==> src/rtl/joy_db15_responder_pkg.sv <==
// Shared types and constants for the DB15 joystick responder.
package joy_db15_responder_pkg;

  localparam int PLAYER_BITS_DEF = 12;
  localparam int SYNC_STAGES_DEF = 2;

  // state | meaning
  // LOAD  | host holds JOY_LOAD low, shift chain tracks the live player words
  // SHIFT | frame in flight, each host JOY_CLK rise presents the next bit
  // DRAIN | frame consumed (or idle after reset), line held at 1
  typedef enum logic [1:0] {
    LOAD  = 2'd0,
    SHIFT = 2'd1,
    DRAIN = 2'd2
  } state_t;

  // Button positions inside one player word.
  localparam int BTN_R      = 0;
  localparam int BTN_L      = 1;
  localparam int BTN_D      = 2;
  localparam int BTN_U      = 3;
  localparam int BTN_A      = 4;
  localparam int BTN_B      = 5;
  localparam int BTN_C      = 6;
  localparam int BTN_X      = 7;
  localparam int BTN_Y      = 8;
  localparam int BTN_Z      = 9;
  localparam int BTN_START  = 10;
  localparam int BTN_SELECT = 11;

endpackage

==> src/rtl/joy_db15_responder_if.sv <==
// Host-side DB15 serial link: shift clock, parallel load and serial data.
interface joy_db15_responder_if;

  logic JOY_CLK;
  logic JOY_LOAD;
  logic JOY_DATA;

  modport master (output JOY_CLK, output JOY_LOAD, input JOY_DATA);
  modport slave  (input JOY_CLK, input JOY_LOAD, output JOY_DATA);

endinterface

==> src/rtl/joy_db15_responder_sync_edge.sv <==
// Multi-stage synchroniser for one async host line plus a rise detector.
// Reset value is 1 so an idle-high line produces no spurious edge.
module joy_db15_responder_sync_edge #(
  parameter int STAGES = 2
) (
  input  logic clk,
  input  logic reset_n,
  input  logic din,
  output logic level,
  output logic rise
);

  logic [STAGES-1:0] sync_q, sync_d;
  logic              prev_q, prev_d;

  // Shift the async input through the chain; keep last cycle's level for edge detect.
  always_comb begin
    sync_d = {sync_q[STAGES-2:0], din};
    prev_d = sync_q[STAGES-1];
  end

  // Chain registers, all ones in reset.
  always_ff @(posedge clk or negedge reset_n) begin
    if (!reset_n) begin
      sync_q <= '1;
      prev_q <= 1'b1;
    end else begin
      sync_q <= sync_d;
      prev_q <= prev_d;
    end
  end

  assign level = sync_q[STAGES-1];
  assign rise  = sync_q[STAGES-1] & ~prev_q;

endmodule

==> src/rtl/joy_db15_responder.sv <==
// Device-side DB15 joystick adapter emulator: parallel-in/serial-out chain
// answering the host's JOY_LOAD / JOY_CLK with both player words, LSB first.
module joy_db15_responder
  import joy_db15_responder_pkg::*;
#(
  parameter int PLAYER_BITS = PLAYER_BITS_DEF,
  parameter int SYNC_STAGES = SYNC_STAGES_DEF
) (
  input  logic                                   clk,
  input  logic                                   reset_n,
  input  logic [PLAYER_BITS-1:0]                 joystick1,
  input  logic [PLAYER_BITS-1:0]                 joystick2,
  joy_db15_responder_if.slave                    link,
  output logic                                   frame_done,
  output logic [$clog2(2*PLAYER_BITS+1)-1:0]     shift_cnt,
  output logic                                   overrun
);

  localparam int N  = 2 * PLAYER_BITS;
  localparam int CW = $clog2(N + 1);

  logic clk_rise, clk_level_unused;
  logic load_lvl, load_rise_unused;

  state_t         state_q, state_d;
  logic [N-1:0]   shift_reg_q, shift_reg_d;
  logic [CW-1:0]  cnt_q, cnt_d;
  logic           overrun_q, overrun_d;
  logic           frame_done_q, frame_done_d;

  joy_db15_responder_sync_edge #(.STAGES(SYNC_STAGES)) u_sync_clk (
    .clk     (clk),
    .reset_n (reset_n),
    .din     (link.JOY_CLK),
    .level   (clk_level_unused),
    .rise    (clk_rise)
  );

  joy_db15_responder_sync_edge #(.STAGES(SYNC_STAGES)) u_sync_load (
    .clk     (clk),
    .reset_n (reset_n),
    .din     (link.JOY_LOAD),
    .level   (load_lvl),
    .rise    (load_rise_unused)
  );

  // Next-state logic: a low LOAD overrides everything, including a coincident
  // CLK edge. Leaving LOAD consumes the cycle, so a CLK rise arriving together
  // with the LOAD rise is dropped.
  always_comb begin
    state_d      = state_q;
    shift_reg_d  = shift_reg_q;
    cnt_d        = cnt_q;
    overrun_d    = overrun_q;
    frame_done_d = 1'b0;
    if (!load_lvl) begin
      state_d     = LOAD;
      shift_reg_d = ~{joystick2, joystick1};
      cnt_d       = '0;
      overrun_d   = 1'b0;
    end else begin
      case (state_q)
        LOAD:  state_d = SHIFT;
        SHIFT: begin
          if (clk_rise) begin
            // Ones fill from the top, so the drained chain reads back as all 1s.
            shift_reg_d = {1'b1, shift_reg_q[N-1:1]};
            cnt_d       = cnt_q + CW'(1);
            if (cnt_q == CW'(N - 1)) begin
              frame_done_d = 1'b1;
              state_d      = DRAIN;
            end
          end
        end
        DRAIN: begin
          if (clk_rise) overrun_d = 1'b1;
        end
        default: state_d = DRAIN;
      endcase
    end
  end

  // State and datapath registers.
  always_ff @(posedge clk or negedge reset_n) begin
    if (!reset_n) begin
      state_q      <= DRAIN;
      shift_reg_q  <= '1;
      cnt_q        <= '0;
      overrun_q    <= 1'b0;
      frame_done_q <= 1'b0;
    end else begin
      state_q      <= state_d;
      shift_reg_q  <= shift_reg_d;
      cnt_q        <= cnt_d;
      overrun_q    <= overrun_d;
      frame_done_q <= frame_done_d;
    end
  end

  assign link.JOY_DATA = shift_reg_q[0];
  assign frame_done    = frame_done_q;
  assign shift_cnt     = cnt_q;
  assign overrun       = overrun_q;

endmodule

==> src/flat_wrapper.sv <==
// flat-port wrapper written by rule: the top's interface ports become plain ports
module joy_db15_responder_flat import joy_db15_responder_pkg::*;
#(
  parameter int PLAYER_BITS = PLAYER_BITS_DEF,
  parameter int SYNC_STAGES = SYNC_STAGES_DEF
)
  (clk, reset_n, joystick1, joystick2, frame_done, shift_cnt, overrun, link_JOY_CLK, link_JOY_LOAD, link_JOY_DATA);
  joy_db15_responder_if link_i ();
  input  logic clk;
  input  logic reset_n;
  input  logic [PLAYER_BITS-1:0] joystick1;
  input  logic [PLAYER_BITS-1:0] joystick2;
  output logic frame_done;
  output logic [$clog2(2*PLAYER_BITS+1)-1:0] shift_cnt;
  output logic overrun;
  input wire logic [$bits(link_i.JOY_CLK)-1:0] link_JOY_CLK;
  input wire logic [$bits(link_i.JOY_LOAD)-1:0] link_JOY_LOAD;
  output wire logic [$bits(link_i.JOY_DATA)-1:0] link_JOY_DATA;
  assign link_i.JOY_CLK = link_JOY_CLK;
  assign link_i.JOY_LOAD = link_JOY_LOAD;
  assign link_JOY_DATA = link_i.JOY_DATA;
  joy_db15_responder #(.PLAYER_BITS(PLAYER_BITS), .SYNC_STAGES(SYNC_STAGES)) u_core (.clk(clk), .reset_n(reset_n), .joystick1(joystick1), .joystick2(joystick2), .link(link_i), .frame_done(frame_done), .shift_cnt(shift_cnt), .overrun(overrun));
endmodule
==> config.mk <==
export PLATFORM = sky130hd
export DESIGN_NAME = joy_db15_responder_flat
export DESIGN_NICKNAME = d
export VERILOG_FILES = /design/src/rtl/joy_db15_responder_pkg.sv /design/src/rtl/joy_db15_responder_if.sv /design/src/rtl/joy_db15_responder_sync_edge.sv /design/src/rtl/joy_db15_responder.sv /design/src/flat_wrapper.sv
export SDC_FILE = /design/constraint.sdc
export NUM_CORES = 1
export LEC_CHECK = 0
export ABC_CLOCK_PERIOD_IN_PS = 1700
export CAP_MARGIN = 20
export CELL_PAD_IN_SITES_DETAIL_PLACEMENT = 1
export CELL_PAD_IN_SITES_GLOBAL_PLACEMENT = 1
export CORE_ASPECT_RATIO = 1.75
export CORE_MARGIN = 1.5
export CORE_UTILIZATION = 25
export CTS_CLUSTER_DIAMETER = 40
export DETAILED_ROUTE_END_ITERATION = 6
export PLACE_DENSITY = 0.56
export SLEW_MARGIN = 20
export SYNTH_ARGS = -nofsm -noshare
export SYNTH_HDL_FRONTEND = slang
export SYNTH_SLANG_ARGS = --single-unit
==> constraint.sdc <==
create_clock -name clk -period 1.7 [get_ports clk]
set_clock_uncertainty 0.05 [all_clocks]
set_input_delay 0.255 -clock clk [delete_from_list [all_inputs] [get_ports clk]]
set_output_delay 0.255 -clock clk [all_outputs]
set_load 0.02 [all_outputs]
# After elaboration in Yosys (flattened, before gate mapping)
# Cells that the tools add are included.
# word_totals
register_bits	38
out_inout_bits	8
elab_cells	42
# op_classes
add_sub_neg	1
n_eq_ne	9
muxes	17
bitwise	3
reduce_logical	4
# ops
cell	count
two-way mux 24 bit	3
inverter 24 bit	1
two-way mux 5 bit	3
two-way mux 1 bit	7
two-way mux 2 bit	3
inequality test 2 x 1 -> 1 bit, second input constant	3
inequality test 3 x 2 -> 1 bit, second input constant	2
case mux 2 bit (3 select lines)	1
adder 5 x 1 -> 5 bit, second input constant	1
equality test 5 bit, second input constant	1
AND reduction 2 bit	2
AND reduction 3 bit	1
equality test 2 x 1 -> 1 bit, second input constant	1
equality test 2 bit, second input constant	1
zero test 2 bit	1
inequality test 2 bit, second input constant	1
AND 1 bit	1
inverter 1 bit	1

# Longest topological paths before layout
# logic_depth
ltp_word	5
mapped_depth	5
mapped_depth_nobuf	4

# By module
# Synthesis repeated with hierarchy kept, for this count alone.
# unflattened
hier_cells	128
hier_area_um2	1769.2
# by_module_without_submodules
mod	instances	cells_each	area_per_inst_um2
joy_db15_responder	1	120	1584.0
joy_db15_responder_sync_edge	2	4	92.6

# Worst setup path before layout
# Ideal clock, no wire load.
# synth_path
path_kind	reg2reg
from	reg u_core.state_q[1]
to	reg u_core.cnt_q[0], in the netlist u_core.shift_cnt[0]
setup_time_ns	0.119
arrival_time_ns	1.282
required_time_ns	1.531
path_slack_ns	0.249
path_stages_with_launch	6
path_buffers	2
period_less_slack_ns	1.451
path_cell_list	dfstp_2 > and4bb_2 > clkbuf_2 > buf_6 > xor2_1 > and2_1
# synth_via
elab_chain_len	3
# synth_lines
element	line_no	text
from (decl)	joy_db15_responder.sv:25	state_t state_q, state_d;
from (signal assigned)	joy_db15_responder.sv:92	state_q <= state_d;
equality test 2 x 1 -> 1 bit	joy_db15_responder.sv:62	case (state_q)
inequality test 2 x 1 -> 1 bit (no line)	-	
AND reduction 2 bit (no line)	-	
to (signal assigned)	joy_db15_responder.sv:94	cnt_q <= cnt_d;
to (decl)	joy_db15_responder.sv:27	logic [CW-1:0] cnt_q, cnt_d;
# Every way passes these cells.
# A chain may end at the register's enable or synchronous reset.

# Worst setup path in the final report
# layout_path
from	reg u_core.cnt_q[0], in the netlist u_core.shift_cnt[0]
to	out shift_cnt[0]
# layout_lines
element	line_no	text
to (decl)	flat_wrapper.sv:14	output logic [$clog2(2*PLAYER_BITS+1)-1:0] shift_cnt;
# No word-level cell between the ends.

==> impl_metrics.json <==
{
  "grt_max_degree": 39,
  "synthesis.area_um2": 1710,
  "min_path_type": "reg -> reg",
  "drive_gt1_share_pct": 27.3,
  "firstDrtPassIters": 2,
  "critPathLaunchType": "flip-flop",
  "status": "completed",
  "cts-root-buf": "clkbuf_16",
  "timing.critical_path.buf_inv": 1,
  "cp.arrival_ps": 1320,
  "area_delta_synth_final_pct": 36.5,
  "hold_viol_final": 0,
  "clock_sinks": 38,
  "core_um2": 6590,
  "ys_types": 21,
  "setup_tns_ps": 0,
  "fin_nets": 189,
  "final_core_util_pct": 35.4,
  "peakVddDrop_mv": 0.555,
  "die_w_um": 65.5,
  "clock.fmax_ghz": 0.616,
  "slew_headroom_pct": 67.3,
  "antenna_found_initial": 0,
  "crit_slowest_cell": "clkdlybuf4s50_1",
  "cp_top_family": "buffers and inverters",
  "clk_latency_ps": 270,
  "grt.overflow.total": 0,
  "seq_area_frac_synth_pct": 57.8,
  "track_usage_pct": 10.4,
  "min_path_cells": 0,
  "slew_viol_final": 0,
  "hold_end": "u_core.u_sync_load.sync_q[1]",
  "drt_iter0_markers": 19,
  "r2r_cells": 4,
  "power_density_nw_per_um2": 970,
  "rsz0062_at_grt": "false",
  "wl_um": 3520,
  "row_count": 39,
  "gp_congestion": 0.667,
  "clk_path_buf_depth": 2,
  "first_global_vias": 1251,
  "dieArea_um2": 7370,
  "initial_core_util_pct": 26.0,
  "synth_seq_cells": 38,
  "p_total_mw": 2.26,
  "ant_nets": 0,
  "fin_cells": 243,
  "worstPathRequired_ps": 1390,
  "ys_top_cells_by_area": "dfstp_2 (46%), mux2i_1 (30%), dfrtp_1 (12%)",
  "dp_cells": 234,
  "drc": 0,
  "yosysWarnings": 0,
  "r2r_start": "u_core.u_sync_clk.sync_q[1]",
  "clk_pin_slew_ps": 50,
  "max_stage_delay_ps": 630,
  "vias_per_cell": 4.40,
  "min_period_ps": 1620,
  "end_kind": "primary output",
  "worstMarginPinSlew_ps": 491,
  "synth_top_cell_by_area": "dfstp_2",
  "cts_max_level": 2,
  "hpwl_um": 2450,
  "syn-num-nets": 149,
  "synth_top_cell_area_share_pct": 46.1,
  "num_antenna_cells": 0,
  "maxCapViolations": 0,
  "syn_area_per_cell_um2": 14.3,
  "post-route-period-util_pct": 95.6,
  "r2r-end": "u_core.shift_reg_q[8]",
  "setup_viol": 0,
  "cts_buffers": 5,
  "num_io_pins": 36,
  "synthesis.instances": 120,
  "p_leak_nw": 0.997,
  "wire_per_inst_um": 14.5,
  "io_buffers": 35,
  "hold_start": "u_core.u_sync_load.sync_q[0]",
  "fp.dieH_um": 112,
  "cts_tree": "built",
  "crit_cells": 1,
  "num_vias": 1069,
  "worstSetupPathType": "reg -> out",
  "crit_chain": "clkdlybuf4s50_1",
  "grt_pass1_wl_um": 5820,
  "critPathMaxFanout": 4,
  "r2r_setup_slack_ps": 230
}
[Yosys cell counts (all sizes together)]
library cell	number
mux2i	51
dfstp	30
dfrtp	8
buf	6
nand2	4
nand2b	3
nor2b	3
and2	2
clkbuf	2
nand4	2
a31oi	1
and3	1
and3b	1
and4b	1
and4bb	1
ha	1
nor2	1
o21a	1
xor2	1
[how the worst max path moves through the flow]
stage                                 from               endpoint
2_1_floorplan            u_core.state_q[1]    u_core.shift_cnt[0]
3_3_place_gp   u_core.u_sync_clk.sync_q[1]    u_core.shift_cnt[3]
3_5_place_dp   u_core.u_sync_clk.sync_q[1]  u_core.shift_reg_q[8]
4_1_cts                u_core.shift_cnt[2]           shift_cnt[2]
5_1_grt                u_core.shift_cnt[0]           shift_cnt[0]
6_report               u_core.shift_cnt[0]           shift_cnt[0]
[kinds of logic (layout without fill, tap and decap cells)]
logic type               Yosys count  after routing  share of synthesized area [%]
AO/OA/AOI/OAI                      2              2                          0.805
XOR/XNOR                           1              1                          0.512
adder cells (fa/ha/maj)            1              1                          0.731
buffers and inverters              8             49                           3.36
flip-flops                        38             38                           57.8
multiplexers                      51             51                           29.8
AND/OR/NAND/NOR                   19             19                           6.95
[flip-flops by register name, indices dropped and copies added, names as in the netlist]
signal	count
u_core.frame_done	1
u_core.u_sync_clk.prev_q	1
u_core.shift_cnt	5
u_core.u_sync_clk.sync_q	2
u_core.shift_reg_q	24
u_core.overrun	1
u_core.u_sync_load.sync_q	2
u_core.state_q	2
[worst register-to-register path, cell delays in order, from the launching register on]
cell and delay (ps):
dfstp_2 540, and4bb_2 310, buf_12 180, mux2i_1 210, mux2i_1 100
[power breakdown]
part,internal [mW],switching [mW]
Combinational,0.151,0.105
Clock,0.581,0.340
Sequential,1.04,0.0488
Total,1.77,0.494
[cell usage in the layout, fill, tap and decap left out, drive strengths merged, types with 2 or more instances in the layout]
cell type,synthesis,layout
clkdlybuf4s50,0,32
buf,6,6
nand2b,3,3
dfrtp,8,8
nand2,4,4
nand4,2,2
dfstp,30,30
mux2i,51,51
nor2b,3,3
and2,2,2
clkbuf,2,7
[per-layer routing]
| layer | vias up | part of all wire, % | global-route usage (%) |
|---|---|---|---|
| met2 | 27 | 55 | 18.6 |
| met4 | 0 | 1.9 | 5.00 |
| li1 | 506 | - | - |
| met1 | 531 | 39 | 11.0 |
| met3 | 5 | 4.0 | 2.81 |
| met5 | - | 0 | 0 |
[timing repair]
action	CTS	global route
resized for setup	1	1
endpoints found under the hold margin	7	0
hold buffers	1	0
endpoints found under the setup margin	1	1
buffers inserted	0	0
[stage by stage]
step / area, um^2 / setup slack, ps / hold slack, ps
6_report: 2330 / 75.4 / 307
3_3_place_gp: 2180 / 283 / 279
3_5_place_dp: 2180 / 234 / 288
5_1_grt: 2330 / 19.0 / 315
2_1_floorplan: 1710 / 249 / -90.6
4_1_cts: 2330 / 40.8 / 311
[cell type report]
type | instances | area [um^2]
clock buffer | 7 | 143
clock inverter | 1 | 5.00
fill | 717 | 4250
multi-input combinational | 74 | 664
sequential | 38 | 988
tap | 82 | 103
timing repair buffer | 41 | 432
No activity file was read; power rests on OpenSTA's default activity.
